**src/rtl/alu_pkg.sv**
```systemverilog
`default_nettype none
// alu_pkg: opcode and FSM state encodings shared by alu_iter and its datapath.
// Revision 1.0
package alu_pkg;

  localparam int OP_W = 4;

  typedef enum logic [OP_W-1:0] {
    OP_ADD  = 4'h0,
    OP_SUB  = 4'h1,
    OP_AND  = 4'h2,
    OP_NAND = 4'h3,
    OP_OR   = 4'h4,
    OP_XOR  = 4'h5,
    OP_ROR  = 4'h6,
    OP_ROL  = 4'h7,
    OP_SHL  = 4'h8,
    OP_SHR  = 4'h9,
    OP_MUL  = 4'hA
  } alu_op_e;

  typedef enum logic [1:0] {
    IDLE = 2'd0,
    EXEC = 2'd1,
    DONE = 2'd2
  } state_e;

  function automatic logic is_shift(input logic [OP_W-1:0] op);
    return (op == OP_ROR) || (op == OP_ROL) || (op == OP_SHL) || (op == OP_SHR);
  endfunction

endpackage
`default_nettype wire

```
**src/rtl/alu_iter_comb.sv**
```systemverilog
`default_nettype none
// alu_iter_comb: single-cycle ALU ops plus one bit-step of a shift/rotate.
// Revision 1.0
module alu_iter_comb
  import alu_pkg::*;
#(
  parameter int WIDTH = 8
) (
  input  logic [OP_W-1:0]  op_i,
  input  logic [WIDTH-1:0] a_i,
  input  logic [WIDTH-1:0] b_i,
  input  logic             sc_i,
  output logic [WIDTH-1:0] res_o,
  output logic             sc_o,
  output logic             ill_o,
  input  logic [OP_W-1:0]  step_op_i,
  input  logic [WIDTH-1:0] step_d_i,
  input  logic             step_sc_i,
  output logic [WIDTH-1:0] step_d_o,
  output logic             step_sc_o
);

  logic [WIDTH:0] sum;
  logic [WIDTH:0] diff;

  assign sum  = {1'b0, a_i} + {1'b0, b_i} + {{WIDTH{1'b0}}, sc_i};
  assign diff = {1'b0, a_i} - {1'b0, b_i};

  // Shift/rotate ops land here only with amount 0: operand passes through.
  always_comb begin
    res_o = '0;
    sc_o  = 1'b0;
    ill_o = 1'b0;
    case (op_i)
      OP_ADD:  begin res_o = sum[WIDTH-1:0];  sc_o = sum[WIDTH];   end
      OP_SUB:  begin res_o = diff[WIDTH-1:0]; sc_o = ~diff[WIDTH]; end
      OP_AND:  res_o = a_i & b_i;
      OP_NAND: res_o = ~(a_i & b_i);
      OP_OR:   res_o = a_i | b_i;
      OP_XOR:  res_o = a_i ^ b_i;
      OP_ROR, OP_ROL, OP_SHL, OP_SHR: res_o = a_i;
      default: ill_o = 1'b1;
    endcase
  end

  always_comb begin
    step_d_o  = step_d_i;
    step_sc_o = 1'b0;
    case (step_op_i)
      OP_ROR: step_d_o = {step_d_i[0], step_d_i[WIDTH-1:1]};
      OP_ROL: step_d_o = {step_d_i[WIDTH-2:0], step_d_i[WIDTH-1]};
      OP_SHL: begin
        step_d_o  = {step_d_i[WIDTH-2:0], step_sc_i};
        step_sc_o = step_d_i[WIDTH-1];
      end
      OP_SHR: begin
        step_d_o  = {step_sc_i, step_d_i[WIDTH-1:1]};
        step_sc_o = step_d_i[0];
      end
      default: ;
    endcase
  end

endmodule
`default_nettype wire

```
**src/rtl/alu_iter.sv**
```systemverilog
`default_nettype none
// alu_iter: clocked ALU with iterative shifts/rotates and valid/ready handshakes.
// Optional shift-add multiply on op A when ALU_ITER_MUL_EN is defined. Revision 1.0
module alu_iter
  import alu_pkg::*;
#(
  parameter int WIDTH = 8
) (
  input  logic             clk,
  input  logic             rst_n,
  input  logic             in_valid,
  output logic             in_ready,
  input  logic [OP_W-1:0]  op,
  input  logic [WIDTH-1:0] in_a,
  input  logic [WIDTH-1:0] in_b,
  input  logic             sc_i,
  output logic             out_valid,
  input  logic             out_ready,
  output logic [WIDTH-1:0] rslt,
  output logic             sc_o,
  output logic             pari,
  output logic             zero,
  output logic             neq,
  output logic             ill
);

  localparam int SHAMT_W = $clog2(WIDTH);
  localparam int CNT_W   = SHAMT_W + 1;

  state_e             state_q;
  logic [OP_W-1:0]    op_q;
  logic               sc_q;
  logic [WIDTH-1:0]   work_q;
  logic [CNT_W-1:0]   cnt_q;
  logic               in_ready_q;
  logic               out_valid_q;
  logic [WIDTH-1:0]   rslt_q;
  logic               sc_o_q;
  logic               zero_q;
  logic               pari_q;
  logic               neq_q;
  logic               ill_q;

  logic [WIDTH-1:0]   single_res;
  logic               single_sc;
  logic               single_ill;
  logic [WIDTH-1:0]   step_res;
  logic               step_sc;
  logic [SHAMT_W-1:0] shamt;
  logic               start_mul;
  logic               start_exec;
  logic               finish;
  logic [WIDTH-1:0]   rslt_d;
  logic               sc_d;
  logic               ill_d;

  assign shamt = in_b[SHAMT_W-1:0];

  alu_iter_comb #(.WIDTH(WIDTH)) u_comb (
    .op_i      (op),
    .a_i       (in_a),
    .b_i       (in_b),
    .sc_i      (sc_i),
    .res_o     (single_res),
    .sc_o      (single_sc),
    .ill_o     (single_ill),
    .step_op_i (op_q),
    .step_d_i  (work_q),
    .step_sc_i (sc_q),
    .step_d_o  (step_res),
    .step_sc_o (step_sc)
  );

`ifdef ALU_ITER_MUL_EN
  // Product register: high half accumulates, low half holds the multiplier shifting out.
  logic [2*WIDTH-1:0] mul_q;
  logic [WIDTH:0]     mul_sum;
  logic [2*WIDTH-1:0] mul_d;

  assign mul_sum   = {1'b0, mul_q[2*WIDTH-1:WIDTH]} + (mul_q[0] ? {1'b0, work_q} : '0);
  assign mul_d     = {mul_sum, mul_q[WIDTH-1:1]};
  assign start_mul = (op == OP_MUL);
`else
  assign start_mul = 1'b0;
`endif

  assign start_exec = start_mul || (is_shift(op) && (shamt != '0));
  assign finish     = ((state_q == IDLE) && in_valid && !start_exec) ||
                      ((state_q == EXEC) && (cnt_q == CNT_W'(1)));

  always_comb begin
    rslt_d = single_res;
    sc_d   = single_sc;
    ill_d  = single_ill;
    if (state_q == EXEC) begin
      rslt_d = step_res;
      sc_d   = step_sc;
      ill_d  = 1'b0;
`ifdef ALU_ITER_MUL_EN
      if (op_q == OP_MUL) begin
        rslt_d = mul_d[WIDTH-1:0];
        sc_d   = |mul_d[2*WIDTH-1:WIDTH];
      end
`endif
    end
  end

  always_ff @(posedge clk or negedge rst_n) begin
    if (!rst_n) begin
      state_q     <= IDLE;
      op_q        <= '0;
      sc_q        <= 1'b0;
      work_q      <= '0;
      cnt_q       <= '0;
      in_ready_q  <= 1'b1;
      out_valid_q <= 1'b0;
      rslt_q      <= '0;
      sc_o_q      <= 1'b0;
      zero_q      <= 1'b1;
      pari_q      <= 1'b0;
      neq_q       <= 1'b0;
      ill_q       <= 1'b0;
`ifdef ALU_ITER_MUL_EN
      mul_q       <= '0;
`endif
    end else begin
      case (state_q)
        IDLE: begin
          if (in_valid) begin
            op_q       <= op;
            sc_q       <= sc_i;
            work_q     <= in_a;
            neq_q      <= (in_a != in_b);
            in_ready_q <= 1'b0;
`ifdef ALU_ITER_MUL_EN
            mul_q      <= {{WIDTH{1'b0}}, in_b};
`endif
            if (start_exec) begin
              state_q <= EXEC;
              cnt_q   <= start_mul ? CNT_W'(WIDTH) : {1'b0, shamt};
            end
          end
        end
        EXEC: begin
          work_q <= step_res;
          cnt_q  <= cnt_q - 1'b1;
`ifdef ALU_ITER_MUL_EN
          mul_q  <= mul_d;
`endif
        end
        DONE: begin
          if (out_ready) begin
            state_q     <= IDLE;
            out_valid_q <= 1'b0;
            in_ready_q  <= 1'b1;
          end
        end
        default: state_q <= IDLE;
      endcase

      if (finish) begin
        state_q     <= DONE;
        out_valid_q <= 1'b1;
        rslt_q      <= rslt_d;
        sc_o_q      <= sc_d;
        ill_q       <= ill_d;
        zero_q      <= (rslt_d == '0);
        pari_q      <= ^rslt_d;
      end
    end
  end

  assign in_ready  = in_ready_q;
  assign out_valid = out_valid_q;
  assign rslt      = rslt_q;
  assign sc_o      = sc_o_q;
  assign zero      = zero_q;
  assign pari      = pari_q;
  assign neq       = neq_q;
  assign ill       = ill_q;

endmodule
`default_nettype wire
```
**config.mk**
```make
export PLATFORM = sky130hd
export DESIGN_NAME = alu_iter
export DESIGN_NICKNAME = d
export VERILOG_FILES = /design/src/rtl/alu_pkg.sv /design/src/rtl/alu_iter_comb.sv /design/src/rtl/alu_iter.sv
export SDC_FILE = /design/constraint.sdc
export NUM_CORES = 1
export LEC_CHECK = 0
export ABC_AREA = 1
export BUFFER_PORTS_ARGS = -buffer_cell sky130_fd_sc_hd__clkbuf_2
export CAP_MARGIN = 15
export CORE_ASPECT_RATIO = 1.2
export CORE_MARGIN = 10
export CORE_UTILIZATION = 55
export DETAILED_ROUTE_END_ITERATION = 16
export MAX_ROUTING_LAYER = met4
export PLACE_DENSITY = 0.88
export SLEW_MARGIN = 40
export SYNTH_ARGS = -nofsm -noshare
export SYNTH_HDL_FRONTEND = slang
export SYNTH_HIERARCHICAL = 1
export SYNTH_SLANG_ARGS = --single-unit
```
**constraint.sdc**
```tcl
create_clock -name clk -period 2.2 [get_ports clk]
set_input_delay 0.11 -clock clk [delete_from_list [all_inputs] [get_ports clk]]
set_output_delay 0.11 -clock clk [all_outputs]
set_load 0.02 [all_outputs]
```
==> out/results.env <==
FINAL_CELL_MIX='nand2_1, inv_1, buf_4'
POWER.SEQUENTIAL.FRACTION_PCT=26.2
PLACEABLECOREAREA_MM2=0.00637
VIASPERCELL=5.69
SYNTH-EDFF-COUNT=0
CLOCK_INSERTION_DELAY_WORST_SKEW_PS=290
PLACED_INSTANCES=742
SETUP-VIOLATIONS-FINAL=1
AREA_GROWTH_PCT=30.1
FINALNETCOUNT=724
WORST_PIN_SLEW_PS=730
GRT_PASS1_WL_MM=19.2
FIN_HOLD_WS_PS=83.7
HP-CLASS='in2reg'
WORST_CASE_HOLD_PATH_END_POINT='state_q[1]'
DETAIL_ROUTE.WIRELENGTH_MM=11.6
COMB_POWER_SHARE_PCT=62.5
FIN_UTIL_PCT=72.5
END_KIND='flip-flop'
IO_BUFFERS=39
ROUTE.VIAS.TOTAL=4273
CLKSINKCOUNT=34
ACHIEVABLE-FREQUENCY_GHz=0.418
DIE_WIDTH_UM=93.3
TOTAL_POWER_mW=4.37
CRITICAL_PATH.MAX_FANOUT=3
MOSTFREQUENTLAYOUTCELL='nand2_1'
DRV_CAP=0
SYNTH_WARNINGS=6
IR_DROP_V=0.000601
DETAIL_ROUTE.WL_PER_CELL_UM=15.5
TOTAL_SWITCHING_POWER_mW=2.14
ASYNCSETRESETFLOPFRACSYNTH_PCT=100
TIMING.REG2REG.SETUP_SLACK_PS=-190
FP.DIEAREA_MM2=0.0101
IO-PIN-COUNT=40
POST_ROUTE_CELLS_DRIVE_ABOVE_1_SHARE_PCT=27.0
FILLERS=467
SYN-CELL-AREA_MM2=0.00355
GRT_START_MAX_NET_PINS=35
CLOCKBUFFERDEPTH=2
PD_CELLS_mW_PER_MM2=947
HOLD-PATH-CELL-COUNT=2
REGTOREGENDPOINT='pari'
FINALHOLDVIOLATIONS=0
SYNTHESIS_STAGE_REGISTER_BIT_COUNT=34
CLOCK_TREE.HTREE_LEVEL_COUNT=2
YOSYSSEQAREASHARE_PCT=24.1
STDCELL_COUNT=751
WORST_SETUP_HOLD_PATH_CLK_SLEW_PS=70
REMAINING_GLOBAL_ROUTE_OVERFLOW=0
REG_TO_REG_CRITICAL_PATH_STARTPOINT='op_q[2]'
DRT-INITIAL-DRC-COUNT=353
WORSTPATHARRIVAL_PS=2570
INTERNAL_PORTION_OF_TOTAL_POWER_mW=2.23
RSZ0062_AT_GRT='true'
STARTPOINT_TYPE='input pin'
SYN-INSTANCE-COUNT=557
CLOCKROOTBUFFER='clkbuf_8'
WORST_SLEW_MARGIN_PCT=51.3
TRITONCTS.NUM_BUFFERS=5
POWER.STATIC_LEAKAGE_nW=2.55
TIMING.FINAL.CRIT_PERIOD_PS=2390
SYNTH_CELL_TYPES=40
ANT_NETS=0
WORSTREGTOREGCELLS=14
WORSTPATHREQUIRED_PS=2380
VIOLATIONS='negative setup slack'
POWER.SWITCHING_FRACTION_PCT=49.0
FINAL_SETUP_TNS_PS=-190
DRT_FIRST_PASS_ITERS=5
SYN-MEAN-INSTANCE-AREA_UM2=6.37
PLACEMENT_ROWS=32
GP_CONGESTION=0.980
SYNTH.NET_COUNT=616
DRV_SLEW=0
DETAIL_ROUTE.DRC_VIOLATIONS=0
FINALWORSTSETUPSLACK_PS=-190
CTS_TREE='yes'
YS_DOMINANT_REG_CELL='dfrtp_1'
WORST-SETUP-PATH-TYPE='in2reg'
ANTENNA_FOUND_INITIAL=0
INSERTEDDIODECOUNT=0
MIN-DELAY-START='out_ready'
FINALCRITPERIODSHARE_PCT=109
STATUS='finished, violations left'
PLACE.DETAILED.HPWL_MM=8.60
CLKPWRFRAC_PCT=11.3
FIRST_GLOBAL_VIAS=4161
COMBINED_GLOBAL_ROUTE_UTILIZATION_OF_ALL_METAL_LAYERS_PCT=23.9
CHIPHEIGHT_UM=108
CLOCK-SKEW-FINAL_PS=5.37
FLOORPLAN.INITIALDENSITY_PCT=55.7
metal layers:
| layer | track usage, % | up-vias | wire length [um] |
|---|---|---|---|
| met1 | 24.0 | 1958 | 3980 |
| met5 | - | - | 0 |
| met3 | 4.02 | 88 | 968 |
| li1 | - | 1974 | - |
| met4 | 15.2 | 0 | 777 |
| met2 | 41.9 | 253 | 5910 |
worst max-delay path, cell delays in order:
cell      delay, ps
buf_8           100
fa_2            410
fa_2            450
inv_2            80
o21bai_2         80
or2_4           240
nand3_2          60
nand3_2          70
inv_2            70
o21ai_2          70
inv_2            70
ha_4            200
xnor2_2         140
nor2_2          200
nor2_4           70
nand2_2          70
nand2_1          70
power groups by stage:
stage	logic [mW]	registers, mW	clock network (mW)
2_1_floorplan	1.35	1.23	0
3_3_place_gp	2.09	1.12	0
3_5_place_dp	2.19	1.13	0
4_1_cts	2.42	1.13	0.487
5_1_grt	2.95	1.17	0.528
6_report	2.73	1.15	0.492
area by class of cell:
cell class                      count  area [um^2]  area share, %
Clock inverter                      2         12.5          0.271
Multi-Input combinational cell    412         2410           52.2
Timing Repair Buffer              111          767           16.6
Sequential cell                    34          853           18.5
Tap cell                           85          106           2.31
Inverter                          101          384           8.33
Clock buffer                        6         82.6           1.79
cell families after synthesis:
| logic type | count (synthesis) | synth area share, % |
|---|---|---|
| and+or+nand+nor | 314 | 39.7 |
| buffers and inverters | 111 | 12.7 |
| AOI/OAI and AO/OA | 60 | 9.88 |
| adders and majority gates | 34 | 12.6 |
| DFF | 34 | 24.1 |
| xor gates and xnor gates | 4 | 0.988 |
worst max-delay path by stage:
stage                        from    to  slack [ps]  cells past startpoint
after global routing      op_q[2]  pari        -300                     15
after global placement       sc_i  pari        -350                     17
final                        sc_i  pari        -190                     17
after detailed placement     sc_i  pari        -480                     17
after CTS                 in_a[0]  pari           7                     18
after floorplan              sc_i  pari         -80                     16
sequential cells by signal, summed over array words and instances (netlist names):
name / flops
cnt_q: 4
ill: 1
in_ready: 1
neq: 1
op_q: 4
out_valid: 1
pari: 1
rslt: 8
sc_o: 1
sc_q: 1
state_q: 2
work_q: 8
zero: 1
metrics by stage:
stage / cell area [um^2] / worst slack, ps
final: 4610 / -190
after global routing: 4610 / -300
after CTS: 4550 / 7.49
after detailed placement: 4340 / -482
after global placement: 4340 / -349
after floorplan: 3560 / -79.7
timing repair:
item                                    4_1_cts  5_1_grt
hold buffers                                  1        0
endpoints found under the hold margin        32        0
pin swaps                                     7       10
gates resized for setup                      23       18
setup buffers                                 0        0
endpoints found under the setup margin        1        1
cells in the mapped netlist (2+ instances only):
| master | count | area (um^2) |
|---|---|---|
| nand2_1 | 183 | 687 |
| inv_1 | 92 | 345 |
| nand3_1 | 64 | 320 |
| dfrtp_1 | 32 | 801 |
| nor2_1 | 32 | 120 |
| ha_1 | 31 | 388 |
| o21ai_0 | 17 | 85.1 |
| a21oi_1 | 14 | 70.1 |
| o211ai_1 | 12 | 90.1 |
| nand4_1 | 10 | 62.6 |
| inv_2 | 8 | 30.0 |
| o22ai_1 | 7 | 43.8 |
| nand2_2 | 6 | 37.5 |
| o21ai_1 | 6 | 30.0 |
| buf_2 | 5 | 25.0 |
| buf_6 | 3 | 33.8 |
| fa_1 | 3 | 60.1 |
| nor2_4 | 3 | 33.8 |
| xnor2_1 | 3 | 26.3 |
| dfstp_2 | 2 | 52.6 |
| nand3_2 | 2 | 20.0 |
| or2_0 | 2 | 12.5 |
| or2_1 | 2 | 12.5 |
| or2_2 | 2 | 12.5 |
No activity file was read; power rests on OpenSTA's default activity.
